<file path="src/rtl/sram_arbiter.sv">
// rtl/sram_arbiter.sv - two-requester arbiter for the shared static_ram port
// Define SRAM_ARB_RR_EN for round-robin on simultaneous requests; fixed m0 priority otherwise.
module sram_arbiter #(
  parameter int ADDR_W    = 20,
  parameter int DATA_W    = 48,
  parameter int READ_WAIT = 2
) (
  input  logic              clk100,
  input  logic              rst,
  input  logic              m0_stb_i,
  input  logic              m0_we_i,
  input  logic [ADDR_W-1:0] m0_addr_i,
  input  logic [DATA_W-1:0] m0_din_i,
  output logic [DATA_W-1:0] m0_dout_o,
  output logic              m0_ack_o,
  input  logic              m1_stb_i,
  input  logic              m1_we_i,
  input  logic [ADDR_W-1:0] m1_addr_i,
  input  logic [DATA_W-1:0] m1_din_i,
  output logic [DATA_W-1:0] m1_dout_o,
  output logic              m1_ack_o,
  output logic              s_stb_o,
  output logic              s_we_o,
  output logic [ADDR_W-1:0] s_addr_o,
  output logic [DATA_W-1:0] s_din_o,
  input  logic [DATA_W-1:0] s_dout_i,
  input  logic              s_ack_i,
  output logic [1:0]        grant_o
);

  localparam int CW = (READ_WAIT > 1) ? $clog2(READ_WAIT) : 1;
  localparam logic [CW-1:0] CNT_MAX = CW'(READ_WAIT - 1);

  typedef enum logic [1:0] {
    IDLE = 2'd0,
    BUSY = 2'd1,
    DONE = 2'd2
  } state_t;

  state_t              state_q, state_d;
  logic [CW-1:0]       cnt_q, cnt_d;
  logic                s_we_q, s_we_d;
  logic [ADDR_W-1:0]   s_addr_q, s_addr_d;
  logic [DATA_W-1:0]   s_din_q, s_din_d;
  logic [1:0]          grant_q, grant_d;
  logic                m0_ack_q, m0_ack_d;
  logic                m1_ack_q, m1_ack_d;
  logic [DATA_W-1:0]   m0_dout_q, m0_dout_d;
  logic [DATA_W-1:0]   m1_dout_q, m1_dout_d;
  logic                pick_m1;
  logic                xfer_done;

`ifdef SRAM_ARB_RR_EN
  // last_q=1 means m1 took the last grant, so m0 wins the next contest.
  logic last_q, last_d;

  always_comb begin
    pick_m1 = m1_stb_i && (!m0_stb_i || !last_q);
  end
`else
  always_comb begin
    pick_m1 = m1_stb_i && !m0_stb_i;
  end
`endif

  // Reads must sit for READ_WAIT cycles; writes finish on the controller's ack.
  always_comb begin
    xfer_done = s_we_q ? s_ack_i : ((cnt_q == CNT_MAX) && s_ack_i);
  end

  always_comb begin
    state_d   = state_q;
    cnt_d     = cnt_q;
    s_we_d    = s_we_q;
    s_addr_d  = s_addr_q;
    s_din_d   = s_din_q;
    grant_d   = grant_q;
    m0_ack_d  = 1'b0;
    m1_ack_d  = 1'b0;
    m0_dout_d = m0_dout_q;
    m1_dout_d = m1_dout_q;
`ifdef SRAM_ARB_RR_EN
    last_d    = last_q;
`endif
    case (state_q)
      IDLE: begin
        if (m0_stb_i || m1_stb_i) begin
          grant_d  = pick_m1 ? 2'b10 : 2'b01;
          s_we_d   = pick_m1 ? m1_we_i : m0_we_i;
          s_addr_d = pick_m1 ? m1_addr_i : m0_addr_i;
          s_din_d  = pick_m1 ? m1_din_i : m0_din_i;
          cnt_d    = '0;
          state_d  = BUSY;
`ifdef SRAM_ARB_RR_EN
          last_d   = pick_m1;
`endif
        end
      end
      BUSY: begin
        if (cnt_q != CNT_MAX) begin
          cnt_d = cnt_q + CW'(1);
        end
        if (xfer_done) begin
          state_d  = DONE;
          m0_ack_d = grant_q[0];
          m1_ack_d = grant_q[1];
          if (!s_we_q && grant_q[0]) begin
            m0_dout_d = s_dout_i;
          end
          if (!s_we_q && grant_q[1]) begin
            m1_dout_d = s_dout_i;
          end
        end
      end
      DONE: begin
        grant_d = 2'b00;
        state_d = IDLE;
      end
      default: begin
        grant_d = 2'b00;
        state_d = IDLE;
      end
    endcase
  end

  always_ff @(posedge clk100) begin
    if (rst) begin
      state_q   <= IDLE;
      cnt_q     <= '0;
      s_we_q    <= 1'b0;
      s_addr_q  <= '0;
      s_din_q   <= '0;
      grant_q   <= 2'b00;
      m0_ack_q  <= 1'b0;
      m1_ack_q  <= 1'b0;
      m0_dout_q <= '0;
      m1_dout_q <= '0;
`ifdef SRAM_ARB_RR_EN
      last_q    <= 1'b1;
`endif
    end else begin
      state_q   <= state_d;
      cnt_q     <= cnt_d;
      s_we_q    <= s_we_d;
      s_addr_q  <= s_addr_d;
      s_din_q   <= s_din_d;
      grant_q   <= grant_d;
      m0_ack_q  <= m0_ack_d;
      m1_ack_q  <= m1_ack_d;
      m0_dout_q <= m0_dout_d;
      m1_dout_q <= m1_dout_d;
`ifdef SRAM_ARB_RR_EN
      last_q    <= last_d;
`endif
    end
  end

  // Strobe is low in IDLE and DONE, giving the controller its re-idle cycle.
  assign s_stb_o   = (state_q == BUSY);
  assign s_we_o    = s_we_q;
  assign s_addr_o  = s_addr_q;
  assign s_din_o   = s_din_q;
  assign grant_o   = grant_q;
  assign m0_ack_o  = m0_ack_q;
  assign m1_ack_o  = m1_ack_q;
  assign m0_dout_o = m0_dout_q;
  assign m1_dout_o = m1_dout_q;

endmodule

</file>
<file path="config.mk">
export PLATFORM = sky130hd
export DESIGN_NAME = sram_arbiter
export DESIGN_NICKNAME = d
export VERILOG_FILES = /design/src/rtl/sram_arbiter.sv
export SDC_FILE = /design/constraint.sdc
export NUM_CORES = 1
export LEC_CHECK = 0
export ABC_AREA = 1
export CORE_UTILIZATION = 43
export CTS_BUF_LIST = sky130_fd_sc_hd__clkbuf_16
export CTS_CLUSTER_DIAMETER = 40
export DETAILED_ROUTE_END_ITERATION = 7
export MAX_ROUTING_LAYER = met4
export PLACE_DENSITY = 0.82
export SKIP_CTS_REPAIR_TIMING = 1
export SYNTH_ARGS = -nofsm -noshare
export SYNTH_HDL_FRONTEND = slang
export SYNTH_SLANG_ARGS = --single-unit
</file>
<file path="constraint.sdc">
create_clock -name clk100 -period 1.4 [get_ports clk100]
set_input_delay 0.21 -clock clk100 [delete_from_list [all_inputs] [get_ports clk100]]
set_output_delay 0.21 -clock clk100 [all_outputs]
set_load 0.05 [all_outputs]
</file>
After elaboration in Yosys (flattened, before gate mapping)
Index checks and enable logic that the tools add are counted.

Add/sub/neg operators: 1. Eq/ne operators: 3. Multiplexer cells: 13. Bitwise operators: 2. Reduce and logical (&&, ||, !) cells: 16.

Operator list (count): two-way mux 48 bit (1); two-way mux 20 bit (1); two-way mux 2 bit (4); case mux 2 bit (2 select lines) (2); AND reduction 2 bit (4); AND reduction 3 bit (2); logical AND 1 bit (4); two-way mux 1 bit (4); OR reduction 3 bit (1); == test 2 x 1 -> 1 bit, second input constant (1); zero test 1 bit (2); zero test 2 bit (1); inequality test 2 x 1 -> 1 bit, second input constant (1); inequality test 2 bit, second input constant (1); inverter 1 bit (2); case mux 1 bit (2 select lines) (1); nonzero test 2 bit (1); adder 1 bit, second input constant (1); logical OR 1 bit (1).

Register bits after elaboration: 172. Input port bits: 191. Output and inout bits: 170.

Longest topological paths before layout
Depth after elaboration: 5. Depth in mapped cells: 8.

Least setup slack after synthesis
OpenSTA, ideal clock, no wires.

Kind: register to register. Start point: register s_we_q (netlist: s_we_o). End point: register m0_dout_q[27] (netlist: m0_dout_o[27]). Arrival time: 1611 ps. Data required time: 1336 ps. Slack: -275 ps. Cell stages (with the launch flop): 9. Path buffers: 2. Period minus slack after synthesis: 1675 ps. Cell sequence: dfxtp_1 > nor2_1 > nor2_4 > nand3_1 > buf_2 > buf_2 > nand2_1 > inv_1 > nor2_1.

Cells in the longest elaborated chain, start to end: 3. Elaborated cells between the ends (all ways): 4.

RTL lines: from (decl) (RTL line 42) `logic s_we_q, s_we_d;`; from (signal assigned) (RTL line 144) `s_we_q <= s_we_d;`; zero test 1 bit (RTL line 107) `if (!s_we_q && grant_q[0]) begin`; logical AND 1 bit (RTL line 107); AND reduction 3 bit (no line) (*); to (signal assigned) (RTL line 150) `m0_dout_q <= m0_dout_d;`; to (decl) (RTL line 48) `logic [DATA_W-1:0] m0_dout_q, m0_dout_d;`.

Mark *: on every way between the ends. The rest lies on a longest branch, timed or not. A chain may end at the register's enable or synchronous reset.

Worst setup path after layout
Start point: register state_q[0]. End point: register m0_dout_q[34] (netlist: m0_dout_o[34]).

Cells in the longest elaborated chain, start to end: 2.

RTL lines: from (decl) (RTL line 40) `state_t state_q, state_d;`; from (signal assigned) (RTL line 142) `state_q <= state_d;`; == test 2 x 1 -> 1 bit (RTL line 85) `case (state_q)`; AND reduction 3 bit (no line).

Every way passes these cells.

==> results.cfg <==
[route]
drc = 0
postRouteAntennaNets = 0
via_per_inst = 5.00
firstDrtPassIters = 5
drt_iter0_drc = 719
post_drt_wl_per_cell_um = 16.0
num_vias = 9584
routed_wl_mm = 30.7

[timing]
fin_ws_ns = -0.216
slew_violations = 0
hold_violations = 0
min_period_ns = 1.62
hold-worst-slack_ns = 0.191
worst_pin_slew_ns = 0.558
setup_viol = 58
setup_tns_ns = -2.40
finClkSkew_ns = 0.0126
grt_setup_unrepaired = true
fin_crit_sh_pct = 115
slew_headroom_pct = 62.8
max_freq_mhz = 619

[clock_network]
clkTransAtPathRegs_ns = 0.07
clk_latency_ns = 0.43
cts_tree = yes
clock-sinks = 172
htreeDepth = 4
cts-root-buf = clkbuf_16
cts_buffer_depth = 2
cts_made_buffers = 17

[power_and_ir_drop]
intPower_w = 0.0100
seq_power_share_pct = 37.8
clkPwrFrac_pct = 35.4
powerDensity_mw_per_mm2 = 950
swShare_pct = 29.4
net-switching-power_w = 0.00416
power.leakage_nw = 6.88
p_comb_share_pct = 26.8
irDropWorstVdd_mv = 0.800

[floorplanning]
ioPinCount = 361
core_area_sq_mm = 0.0186
rows = 50
die_area_sq_mm = 0.0196
die-width_um = 140
start_util_pct = 43.8
die_y_um = 140

[global_route]
gr-usage-all-layers_pct = 29.2
grt_max_degree = 71
grt_pass1_wl_mm = 44.0
antenna_found_initial = 1
grt_pass1_vias = 9010
grt_overflow = 0

[setup_path]
critPathArrivalTime_ns = 1.95
start_kind = register
critPathLaunch = state_q[0]$_SDFFE_PP0P_
path_cells = inv_2 > nor2_4 > buf_4 > nand3_4 > buf_12 > nand2_1 > inv_1 > nor2_1
cp.buffers_inverters = 4
crit_path_end_kind = register
cp_data_required_time_ns = 1.73
worst-setup-path-type = register to register
cp_slowest_cell = dfxtp_2
max_stage_delay_ns = 0.34
reg2reg_from = state_q[0]$_SDFFE_PP0P_
cp_top_family = simple AND/OR/NAND/NOR gates
cp_max_fo = 12

[logic_synthesis]
ys_types = 14
syn_inst = 1315
synth_area_sq_mm = 0.00817
yosys_register_bits = 172
ys_seq_area_share_pct = 42.1
ys_warn_count = 0
synth_nets = 1506
syn_area_per_cell_sq_um = 6.21

[place]
port_buffers = 360
place_ws_ns = -0.308
place.gp.congestion = 0.890
place_hpwl_mm = 20.4

[status]
status = finished, violations left
violations = negative setup slack

[layout]
fillCellCount = 1134
layout_commonest_cell = nand2_1
post-route-util_pct = 80.0
register_area_sq_mm = 0.00346
area_growth_pct = 82.5
nNetsFinal = 1861
final_cell_mix = 461 x nand2_1, 271 x inv_1, 189 x clkdlybuf4s50_1, 188 x buf_12, 168 x dfxtp_1
multi_input_area_sq_mm = 0.00340
drive_gt1_share_pct = 16.6

[min_path]
hold_path_startpoint = rst
hp-class = primary input to register

[run]
maxCapViolCount = 0
[metal layers]
layer | up-vias | track usage, % | wire length [um]
met1 | 4293 | 30.1 | 10300
met3 | 99 | 5.16 | 2810
li1 | 4643 | - | -
met5 | - | - | 0
met4 | 0 | 14.0 | 1440
met2 | 549 | 53.6 | 16100
[kinds of logic (layout without fill, tap and decap cells)]
| logic type | count (synthesis) | in the layout | synth area share, % |
|---|---|---|---|
| compound gates | 93 | 93 | 5.70 |
| buf+inv | 358 | 724 | 16.9 |
| flops | 172 | 172 | 42.1 |
| other cells | 0 | 1 | 0 |
| simple gates | 692 | 692 | 35.2 |
[cell usage after synthesis (all sizes together)]
cell type / instances / area, sq um
buf: 39 / 188
nor3: 1 / 5.00
nor2: 107 / 409
nand3: 25 / 125
o21ai: 41 / 205
nand4: 96 / 601
inv: 271 / 1020
nand2: 463 / 1740
a21oi: 52 / 260
clkbuf: 48 / 180
dfxtp: 172 / 3440
[tightest hold or removal path, cell delays in order]
cell and delay (ns):
buf_2 0.11, inv_4 0.12, nand2_1 0.10, nor2_1 0.03
[flip-flops by register name, indices dropped and copies added, names as in the netlist]
signal,flops
cnt_q,1
m0_ack_o,1
state_q,2
s_din_o,48
m0_dout_o,48
s_addr_o,20
m1_dout_o,48
s_we_o,1
grant_o,2
m1_ack_o,1
[power by group through the flow]
stage	Clock, W	Sequential (W)	Combinational, W
CTS	0.00506	0.00535	0.00363
floorplan	0	0.00606	0.000970
detailed placement	0	0.00546	0.00361
global placement	0	0.00544	0.00356
finish	0.00501	0.00535	0.00380
global route	0.00528	0.00537	0.00399
[final cells by class]
cell class	instances	area share, %
multi-input cells	785	22.8
repair buffers	423	41.0
diodes	1	0.0168
clock inverters	12	1.17
well taps	234	1.96
clock buffers	18	3.02
flip-flops and latches	172	23.2
inverters	271	6.84
[worst paths after layout]
| path | end | slack, ns | cells after the start |
|---|---|---|---|
| worst max-delay path | m0_dout_o[34]$_SDFFE_PP0P_ | -0.22 | 8 |
| worst max register to register | m0_dout_o[34]$_SDFFE_PP0P_ | -0.22 | 8 |
| worst min-delay path | m0_dout_o[13]$_SDFFE_PP0P_ | 0.19 | 4 |
| worst min register to register | s_din_o[23]$_SDFFE_PP0P_ | 0.50 | 2 |
[per-stage QoR]
stage / area, sq um / instances / power [W]
2_1_floorplan: 8180 / 1315 / 0.00703
3_3_place_gp: 14000 / 1861 / 0.00900
3_5_place_dp: 14000 / 1861 / 0.00906
4_1_cts: 14600 / 1891 / 0.0140
5_1_grt: 14900 / 1916 / 0.0146
6_report: 14900 / 1916 / 0.0142
Note: power is estimated with default switching activity, not from simulation.
==> RTL change 1: new RTL, same settings <==
Build with the macro `SRAM_ARB_RR_EN` defined.
--- a/src/rtl/sram_arbiter.sv
+++ b/src/rtl/sram_arbiter.sv
@@ -1,5 +1,7 @@
 // rtl/sram_arbiter.sv - two-requester arbiter for the shared static_ram port
 // Define SRAM_ARB_RR_EN for round-robin on simultaneous requests; fixed m0 priority otherwise.
+`define SRAM_ARB_RR_EN
+
 module sram_arbiter #(
   parameter int ADDR_W    = 20,
   parameter int DATA_W    = 48,
Function: changed (a bounded check fails within 10 cycles, from zero or initial values and one cycle with rst high).
==> RTL change 1 against the original RTL <==
  * Setup slack better by 0.11 ns
  * Sequential power up 1%
  * Cell area down 0.81%
  * Area after synthesis up 1.9%
  * Cell count up 1.8%
  * Power down 2.6%
  * The run still ends with setup timing left
  * Sequential cell count up 1
  * Wire length up 0.54%
==> RTL change 1: results (changes against the original RTL) <==
Outcome
  – Run status: finished with violations (unchanged)
  – Violated checks: setup timing (unchanged)

GRT
  – Initial antenna violation count: 1 (unchanged)
  – Pin count of the biggest net entering global routing: 74 (was 71)
  – Tot GR Track Use: 30.6% (was 29.2%)
  – Number of global-route vias before repair: 9454 (was 9010)
  – First-pass GRT wire length: 46300 um (was 44000 um)

Route
  – Initial drt markers: 601 (was 719)
  – First-pass detailed-route iteration total: 5 (unchanged)
  – Routed wire per std cell: 15.8 um (was 16.0 um)
  – Mean number of vias per cell: 5.01 (was 5.00)

Placement
  – GPL Wtd Cong: 0.857 (was 0.890)
  – Placed Area: 14100 um2 (was 14000 um2)
  – Detailed Place HPWL: 21600 um (was 20400 um)
  – Pre-CTS setup slack: -0.318 ns (was -0.308 ns)
  – Buffers on Ports: 360 (unchanged)

Clock tree
  – Clk_lat worst skew: 0.43 ns (about the same)
  – Root Driver: clkbuf_16 (unchanged)
  – CTS clk-pin slew, worst paths: 0.07 ns (about the same)
  – CTS Buffer Depth: 2 (unchanged)
  – CTS H-Tree Depth: 4 (unchanged)
  – CTS buffer count: 17 (unchanged)

Critical path
  – Slowest CP cell: dfxtp_2 (unchanged)
  – Top delay family on crit path: flip-flops (was simple AND/OR/NAND/NOR gates)
  – CP Launch Point: state_q[0] (unchanged)
  – Reg2reg start: state_q[0] (unchanged)
  – CP max stage delay: between 0.3 and 0.4 ns
  – CP Max Fanout: 5 (was 12)

Pwr
  – Leakage: 6.73 nW (was 6.88 nW)
  – VDD IR max: 0.000828 V (was 0.000800 V)

Synthesis
  – Ranking of synthesized cells by area: dfxtp_1 (42%), nand2_1 (21%), inv_1 (11%), nand4_1 (7.2%), nor2_1 (4.7%) (was dfxtp_1 (42%), nand2_1 (21%), inv_1 (12%), nand4_1 (7.3%), nor2_1 (4.9%))
  – Sequential area share after synthesis: 41.6% (was 42.1%)
  – Post-synth cell types: 15 (was 14)
  – Synth top cells by count: nand2_1 (472), inv_1 (245), dfxtp_1 (173) (was nand2_1 (463), inv_1 (269), dfxtp_1 (172))
  – Net Count, Synth: 1532 (was 1506)
  – Synth async-reset ratio: 0% (unchanged)
  – Post-synth top flop: dfxtp_1 (unchanged)
  – Yosys warning count: 0 (unchanged)

Finish
  – Share of cells above drive strength 1: 16.0% (was 16.6%)
  – Fill cells: 1150 (was 1134)
  – Layout Nets: 1867 (was 1861)

Hold path
  – Hold WC Path Type: in -> reg (unchanged)
  – HP Start: rst (unchanged)

STA
  – Max transition margin: 75.1% (was 62.8%)
  – Final setup margin: -0.111 ns (was -0.216 ns)
  – Final setup vio count: 18 (was 58)
  – Clock skew: 0.0103 ns (was 0.0126 ns)
## RTL change 1: metrics by stage
stage	util, %	std cells	total power [mW]	hold WS [ns]	setup TNS (ns)
floorplan	-	1341	7.31	0.425	0
global placement	74.7	1901	9.34	0.470	-30.83
detailed placement	74.7	1901	9.41	0.481	-36.89
global route	78.6	1950	14.3	0.208	-6.21
finish	78.6	1950	13.8	0.190	-0.287
CTS	77.5	1933	13.7	0.176	-0.337
## RTL change 1: final timing paths
check / endpoint / slack, ns / cells past startpoint
setup / recovery: s_stb_o / -0.11 / 4
hold / removal: m1_dout_o[6] / 0.19 / 4
setup reg to reg: m0_dout_o[33] / -0.03 / 8
hold reg to reg: s_din_o[16] / 0.50 / 2
## RTL change 1: area by class of cell
| class | instances | area share, % |
|---|---|---|
| timing repair buffer | 410 | 40.1 |
| multi-input combinational | 826 | 24.3 |
| sequential | 173 | 23.5 |
| inverter | 248 | 6.31 |
| clock buffer | 17 | 2.88 |
| tap | 260 | 2.20 |
| clock inverter | 15 | 0.685 |
| antenna | 1 | 0.0169 |
## RTL change 1: report_power, final
group / internal (mW) / switching (mW)
logic: 1.88 / 2.19
registers: 5.16 / 0.250
clock network: 2.26 / 2.06
total: 9.30 / 4.50
## RTL change 1: worst register-to-register path, delay by kind of cell, from the launching register on
kind | cells | cell delay, ns
flops | 1 | 0.35
buf+inv | 4 | 0.49
simple gates | 4 | 0.52
## RTL change 1: logic make-up after synthesis
family | count (synthesis) | share of synthesized area, %
buffers and inverters | 343 | 16.0
and+or+nand+nor | 749 | 37.9
DFF | 173 | 41.6
AOI/OAI and AO/OA | 76 | 4.61
## RTL change 1: layer usage
metal	part of all wire (%)	up-vias	track usage, %
li1	-	4730	-
met1	36	4460	31.5
met2	52	486	55.2
met3	7.0	97	5.84
met4	4.8	0	15.9
met5	0	-	-
==> RTL change 2: new RTL, same settings <==
Without the edit above. Re-encode `state_t` (3 states) as one-hot, 3 bits wide.
--- a/src/rtl/sram_arbiter.sv
+++ b/src/rtl/sram_arbiter.sv
@@ -31,10 +31,10 @@
   localparam int CW = (READ_WAIT > 1) ? $clog2(READ_WAIT) : 1;
   localparam logic [CW-1:0] CNT_MAX = CW'(READ_WAIT - 1);
 
-  typedef enum logic [1:0] {
-    IDLE = 2'd0,
-    BUSY = 2'd1,
-    DONE = 2'd2
+  typedef enum logic [2:0] {
+    IDLE = 3'b001,
+    BUSY = 3'b010,
+    DONE = 3'b100
   } state_t;
 
   state_t              state_q, state_d;
Function: no difference found for any inputs over 4 cycles, from zero or initial values and one cycle with rst high; so few cycles prove little.
==> RTL change 2 against the original RTL <==
  * The run still ends with setup timing left
  * Sequential cell count is 1 higher
  * Cell area is 1.3% lower
  * First-iteration DRC count decreased by 30%
  * Setup slack gained 0.20 ns
  * Power shrank 2.2%
  * Area after synthesis grew 0.61%
  * Register-to-register slack improved by 0.21 ns
  * Wire length decreased by 4.9%
  * Core utilization decreased by 1.3 points
==> RTL change 2: results (changes against the original RTL) <==
Critical path
  – CP Max Fanout: 5 (was 12)
  – Reg2reg path depth: 7 (was 8)
  – Flop2flop setup slack: -0.01 ns (was -0.22 ns)
  – FF-to-FF End: m0_dout_o[37] (was m0_dout_o[34])
  – Reg2reg start: s_we_o (was state_q[0])

Hold path
  – Hold depth: 3 (was 4)
  – HP Start: m1_stb_i (was rst)
  – Hold worst-path end: grant_o[1] (was m0_dout_o[13])

Outcome
  – Violated checks: setup timing (unchanged)
  – Run status: finished with violations (unchanged)

Route
  – Vias post-DR: 9395 (was 9584)
  – Initial drt markers: 501 (was 719)
  – First-pass detailed-route iteration total: 5 (unchanged)
  – Routed wire length: 29200 um (was 30700 um)

STA
  – Clock skew: 0.0106 ns (was 0.0126 ns)
  – Tightest Pin Transition: 0.370 ns (was 0.558 ns)
  – Setup TNS: -0.0265 ns (was -2.40 ns)
  – Final setup margin: -0.0151 ns (was -0.216 ns)
  – Final setup vio count: 2 (was 58)

Placement
  – GPL Wtd Cong: 0.896 (was 0.890)
  – Pre-CTS setup slack: -0.286 ns (was -0.308 ns)
  – Placed Area: 13900 um2 (was 14000 um2)
  – Detailed Place HPWL: 20600 um (was 20400 um)

GRT
  – Met2 GRT Util: 51.5% (was 53.6%)
  – Number of global-route vias before repair: 8860 (was 9010)
  – Pin count of the biggest net entering global routing: 88 (was 71)
  – Grt met1 use: 31.2% (was 30.1%)
  – Routing usage on met3: 5.23% (was 5.16%)
  – First-pass GRT wire length: 44100 um (was 44000 um)

Pwr
  – VDD IR max: 0.000777 V (was 0.000800 V)
  – Leakage: 6.71 nW (was 6.88 nW)

Finish
  – Layout Nets: 1862 (was 1861)
  – Share of cells above drive strength 1: 15.8% (was 16.6%)
  – Fill cells: 1217 (was 1134)

Synthesis
  – Ranking of synthesized cells by area: dfxtp_1 (42%), nand2_1 (22%), inv_1 (11%), nand3_1 (10%), nor2_1 (4.7%) (was dfxtp_1 (42%), nand2_1 (21%), inv_1 (12%), nand4_1 (7.3%), nor2_1 (4.9%))
  – Post-synth cell types: 16 (was 14)
  – Synth async-reset ratio: 0% (unchanged)
  – Synth top cells by count: nand2_1 (478), inv_1 (244), dfxtp_1 (173) (was nand2_1 (463), inv_1 (269), dfxtp_1 (172))
  – Sequential area share after synthesis: 42.1% (about the same)
[RTL change 2: how the worst max path moves through the flow]
stage,start,endpoint,depth (start not counted)
6_report,state_q[2],s_stb_o,4
5_1_grt,s_we_o,m0_dout_o[37],7
4_1_cts,state_q[2],s_stb_o,4
3_5_place_dp,m0_stb_i,s_din_o[1],7
3_3_place_gp,m0_stb_i,s_din_o[29],7
2_1_floorplan,grant_o[1],m1_dout_o[35],7
[RTL change 2: cell families (layout without fill, tap and decap cells)]
family | after synthesis | in the layout | share of synthesized area (%)
AND/OR/NAND/NOR | 755 | 755 | 37.2
flip-flops | 173 | 173 | 42.1
buffers and inverters | 334 | 679 | 16.1
other | 0 | 1 | 0
AO/OA/AOI/OAI | 75 | 75 | 4.57
[RTL change 2: metrics by stage]
step | cells | util (%) | hold WS [ns]
final | 1917 | 78.7 | 0.237
after global routing | 1917 | 78.7 | 0.245
after CTS | 1906 | 77.5 | 0.215
after detailed placement | 1876 | 74.2 | 0.483
after global placement | 1876 | 74.2 | 0.463
after floorplan | 1337 | - | 0.347
[RTL change 2: worst max-delay path, stage by stage, from the launching register on]
cell and delay [ns]:
dfxtp_2 0.33, inv_2 0.08, nand3_4 0.12, inv_6 0.11, buf_12 0.14
[RTL change 2: cell type report]
class                      instances  area, um2  area share (%)
timing repair buffer             399       5890            40.0
sequential                       173       3480            23.6
clock buffer                      18        450            3.06
clock inverter                    12        161            1.10
inverter                         250        943            6.41
antenna                            1       2.50          0.0170
tap                              234        293            1.99
multi-input combinational        830       3500            23.8
[RTL change 2: power breakdown]
group | switching [mW] | leakage [nW] | internal, mW
logic | 1.82 | 5.01 | 1.68
clock network | 2.06 | 0.290 | 2.92
registers | 0.239 | 1.41 | 5.13
total | 4.12 | 6.71 | 9.73
[RTL change 2: metal layers]
layer | routed length [um] | vias to the layer above
li1 | - | 4631
met1 | 10600 | 4219
met2 | 15200 | 451
met3 | 1810 | 94
met4 | 1620 | 0
met5 | 0 | -
